### src/rtl/xnor_bist.sv
// xnor_bist: clocked self-test sequencer for the mux2_1 XNOR gate.
// Define XNOR_BIST_FAIL_MASK_EN to add the per-vector fail_mask output.
module xnor_bist #(
  parameter int SETTLE_CYCLES = 2,
  parameter int LOOPS         = 1
) (
  input  logic       clk,
  input  logic       rst,
  input  logic       start,
  input  logic       dut_out,
  output logic       a,
  output logic       b,
  output logic       busy,
  output logic       done,
  output logic       pass,
  output logic [7:0] err_count,
  output logic [1:0] first_fail
`ifdef XNOR_BIST_FAIL_MASK_EN
  ,
  output logic [3:0] fail_mask
`endif
);

  // state | meaning
  // IDLE  | waiting for start, a/b parked at 00
  // HOLD  | vector driven, settle counter running, sample at terminal count
  // DONE  | one-cycle done pulse, pass already updated
  typedef enum logic [1:0] {IDLE, HOLD, DONE} state_t;

  localparam logic [3:0] SETTLE_LOAD = 4'(SETTLE_CYCLES);
  localparam logic [7:0] LAST_LOOP   = 8'(LOOPS - 1);

  state_t     state, state_nxt;
  logic [1:0] vec;
  logic [3:0] settle_cnt;
  logic [7:0] loop_cnt;
  logic       accept;
  logic       sample;
  logic       mismatch;
  logic       last_vec;

  assign a        = vec[1];
  assign b        = vec[0];
  assign mismatch = (dut_out != ~(vec[1] ^ vec[0]));
  assign last_vec = (vec == 2'b11) && (loop_cnt == LAST_LOOP);

  always_ff @(posedge clk or posedge rst) begin
    if (rst) state <= IDLE;
    else     state <= state_nxt;
  end

  always_comb begin
    state_nxt = state;
    busy      = 1'b0;
    done      = 1'b0;
    accept    = 1'b0;
    sample    = 1'b0;
    case (state)
      IDLE: begin
        if (start) begin
          accept    = 1'b1;
          state_nxt = HOLD;
        end
      end
      HOLD: begin
        busy = 1'b1;
        if (settle_cnt == 4'd0) begin
          sample = 1'b1;
          if (last_vec) state_nxt = DONE;
        end
      end
      DONE: begin
        done      = 1'b1;
        state_nxt = IDLE;
      end
      default: state_nxt = IDLE;
    endcase
  end

  always_ff @(posedge clk or posedge rst) begin
    if (rst) begin
      vec        <= 2'b00;
      settle_cnt <= 4'd0;
      loop_cnt   <= 8'd0;
      err_count  <= 8'd0;
      first_fail <= 2'b00;
      pass       <= 1'b0;
    end else if (accept) begin
      vec        <= 2'b00;
      settle_cnt <= SETTLE_LOAD;
      loop_cnt   <= 8'd0;
      err_count  <= 8'd0;
      first_fail <= 2'b00;
      pass       <= 1'b0;
    end else if (sample) begin
      vec        <= vec + 2'd1;
      settle_cnt <= SETTLE_LOAD;
      if (vec == 2'b11 && !last_vec) loop_cnt <= loop_cnt + 8'd1;
      if (mismatch) begin
        if (err_count != 8'hff) err_count <= err_count + 8'd1;
        if (err_count == 8'd0)  first_fail <= vec;
      end
      // pass must include the sample taken on this final edge
      if (last_vec) pass <= (err_count == 8'd0) && !mismatch;
    end else if (state == HOLD) begin
      settle_cnt <= settle_cnt - 4'd1;
    end else if (state == DONE) begin
      settle_cnt <= 4'd0;
      loop_cnt   <= 8'd0;
    end
  end

`ifdef XNOR_BIST_FAIL_MASK_EN
  always_ff @(posedge clk or posedge rst) begin
    if (rst)                      fail_mask      <= 4'b0000;
    else if (accept)              fail_mask      <= 4'b0000;
    else if (sample && mismatch)  fail_mask[vec] <= 1'b1;
  end
`endif

endmodule
### config.mk
export PLATFORM = sky130hd
export DESIGN_NAME = xnor_bist
export DESIGN_NICKNAME = d
export VERILOG_FILES = /design/src/rtl/xnor_bist.sv
export SDC_FILE = /design/constraint.sdc
export NUM_CORES = 1
export LEC_CHECK = 0
export ABC_AREA = 0
export CAP_MARGIN = 0
export CORE_ASPECT_RATIO = 1.5
export CORE_MARGIN = 2
export CORE_UTILIZATION = 30
export CTS_BUF_LIST = sky130_fd_sc_hd__clkbuf_4
export CTS_CLUSTER_DIAMETER = 60
export DETAILED_ROUTE_END_ITERATION = 16
export DONT_BUFFER_PORTS = 1
export SLEW_MARGIN = 10
export SYNTH_ARGS = -nofsm -noshare
export SYNTH_HDL_FRONTEND = slang
export SYNTH_SLANG_ARGS = --single-unit
### constraint.sdc
create_clock -name clk -period 2.6 [get_ports clk]
set_input_delay 0.52 -clock clk [delete_from_list [all_inputs] [get_ports clk]]
set_output_delay 0.52 -clock clk [all_outputs]
set_load 0.05 [all_outputs]
==> metrics.csv <==
metric,value,unit
crit_slowest_cell,or4b_1,
htree_levels,1,
overflow,0,
synth_top_area_cell,dfrtp_1,
r2r-start,loop_cnt[0]$_DFFE_PP0P_,
die_area,0.00612,mm2
cts_tree,done,
seq_area,676,um2
start_util,30.7,%
avgSynthCellArea,9.42,um2
final-max-slew-violation-count,0,
cts-root-buf,clkbuf_4,
min_path_type,in -> async,
grt_pass1_vias,1385,
crit_type,reg -> reg,
core,0.00537,mm2
syn-num-nets,190,
finalClockSkew,0.0119,ns
numCtsBuffers,3,
pwr-share-clk,11.7,%
sw_frac_of_total,46.0,%
dpl.cell_count,255,
route.vias.total,1347,
grtUsageTotal,13.2,%
fin_cells,259,
finalHoldViolations,0,
end_kind,flop,
r2r_slack,0.42,ns
rsz0062_at_grt,false,
drt_iter0_markers,34,
cts.sinks,27,
gp_congestion,0.755,
grt_max_degree,28,
layout-drive-gt1-share,15.3,%
synthDominantCellAreaShare,41.0,%
cp.required,2.85,ns
io_buffers,0,
worstPathMaxFanout,4,
p_seq_share,36.3,%
synthArstFlopShare,100,%
p_sw,711,uW
detail-route-antenna-nets,0,
die_w,64.5,um
multi_input_area,885,um2
die_height,94.8,um
setup_viol,0,
cts_resized,0,
syn_inst,175,
whs,0.124,ns
grt_pass1_wl,6490,um
clkTransAtPathRegs,0.15,ns
cts_max_path_buffers,2,
drc,0,
r2r-end,pass$_DFFE_PP0P_,
fin_crit_sh,83.9,%
critPathLaunchType,flop,
synth_cell_type_count,45,
fmax,458,MHz
hpwl,3030,um
area_growth,12.5,%
synth_most_common_cell,dfrtp_1,
wl_per_cell,14.6,um
antenna_found_initial,0,
arrival,2.43,ns
finish.utilization,34.6,%
ys_seq_area_share,41.0,%
p_leak,0.814,nW
antenna_cells,0,
synthFlopType,dfrtp_1,
vias_per_cell,5.20,
fin_tns_setup,0,ns
tightest_slew,0.671,ns
ir_drop,431,uV
finalPower,1.55,mW
drt-total-wl,3790,um
fin_nets,205,
ys_seq_elements,27,
nFillCells,589,
synth_edf_count,0,
boundaryPins,19,
post_cts_buffers,0,
max_stage_delay,0.57,ns
first_pass_iters,4,
slew_headroom,55.3,%
period_minus_slack,2.18,ns
power_density,833,mW/mm2
syn_area,0.00165,mm2
r2r_cells,6,
internal_power,835,uW
clk-insertion-delay-late,0.32,ns
synth_area_leaders,"dfrtp_1, ha_1, inv_1",
cts-hold-fix-buffers,0,
rows,33,
crit_path_cell_trace,"inv_1, ha_1, nor4b_1, nand4_1, or4b_1, a21oi_1",
ys_warn_count,0,
synthTopCellsByCount,"dfrtp_1, inv_1, nand2_1, a21oi_1",
status,completed,
p_comb_share,51.9,%
max-cap-violations,0,
## stage by stage
stage	instance area (um2)	setup WS (ns)
detailed placement	1830	0.469
floorplan	1650	0.255
finish	1860	0.418
CTS	1860	0.417
global route	1860	0.239
global placement	1830	0.426
## power by group through the flow
| stage | logic [mW] | registers [mW] | clock network, mW |
|---|---|---|---|
| 2_1_floorplan | 0.525 | 0.634 | 0 |
| 3_3_place_gp | 0.803 | 0.568 | 0 |
| 3_5_place_dp | 0.812 | 0.568 | 0 |
| 4_1_cts | 0.814 | 0.560 | 0.196 |
| 5_1_grt | 0.888 | 0.569 | 0.215 |
| 6_report | 0.803 | 0.562 | 0.181 |
## layout make-up
class,count,share of cell area (%)
timing repair buffer,15,6.07
tap,70,4.72
inverter,18,3.64
clock inverter,1,0.270
clock buffer,3,1.21
sequential,27,36.4
multi-input combinational,125,47.7
## sequential cells by signal, indices dropped and copies added (netlist names)
| register | count |
|---|---|
| state | 2 |
| settle_cnt | 4 |
| pass | 1 |
| vec | 2 |
| first_fail | 2 |
| loop_cnt | 8 |
| err_count | 8 |
## critical path, delay by kind of cell, from the launching register on
kind / cells / cell delay [ns]
and+or+nand+nor: 3 / 1.20
adders and majority gates: 1 / 0.17
AOI/OAI and AO/OA: 1 / 0.18
buffers and inverters: 1 / 0.11
DFF: 1 / 0.45
## metal layers
| metal | track usage [%] | routed length [um] | vias up |
|---|---|---|---|
| met5 | 0 | 0 | - |
| met4 | 2.84 | 38 | 0 |
| met3 | 2.38 | 161 | 4 |
| met2 | 26.6 | 2170 | 28 |
| met1 | 14.0 | 1420 | 650 |
| li1 | - | - | 665 |
## worst max path at each step
stage | endpoint | from | slack, ns
global route | loop_cnt[6]$_DFFE_PP0P_ | state[0]$_DFFE_PP0P_ | 0.24
finish | pass$_DFFE_PP0P_ | loop_cnt[0]$_DFFE_PP0P_ | 0.42
global placement | pass$_DFFE_PP0P_ | loop_cnt[0]$_DFFE_PP0P_ | 0.43
floorplan | loop_cnt[7]$_DFFE_PP0P_ | state[1]$_DFFE_PP0P_ | 0.26
detailed placement | pass$_DFFE_PP0P_ | loop_cnt[0]$_DFFE_PP0P_ | 0.47
CTS | pass$_DFFE_PP0P_ | loop_cnt[0]$_DFFE_PP0P_ | 0.42
## cell usage in the layout (no fill, tap or decap), types with 3 or more instances in the layout
cell,n
inv_1,18
nand3_1,7
buf_4,15
xnor2_1,3
mux2i_1,5
ha_1,11
nor3_1,4
a21oi_1,13
nor2_1,6
or3_1,3
nand2_1,16
nand4_1,6
dfrtp_1,27
o22ai_1,3
o21ai_0,11
and3_1,3
clkbuf_4,3
## logic make-up after synthesis
group	Yosys count	synth area share, %
adders and majority gates	11	8.35
and+or+nand+nor	60	21.6
xor gates and xnor gates	3	1.59
DFF	27	41.0
AOI/OAI and AO/OA	44	17.7
buffers and inverters	23	5.39
muxes	7	4.40
Note: power is estimated with default switching activity, not from simulation.
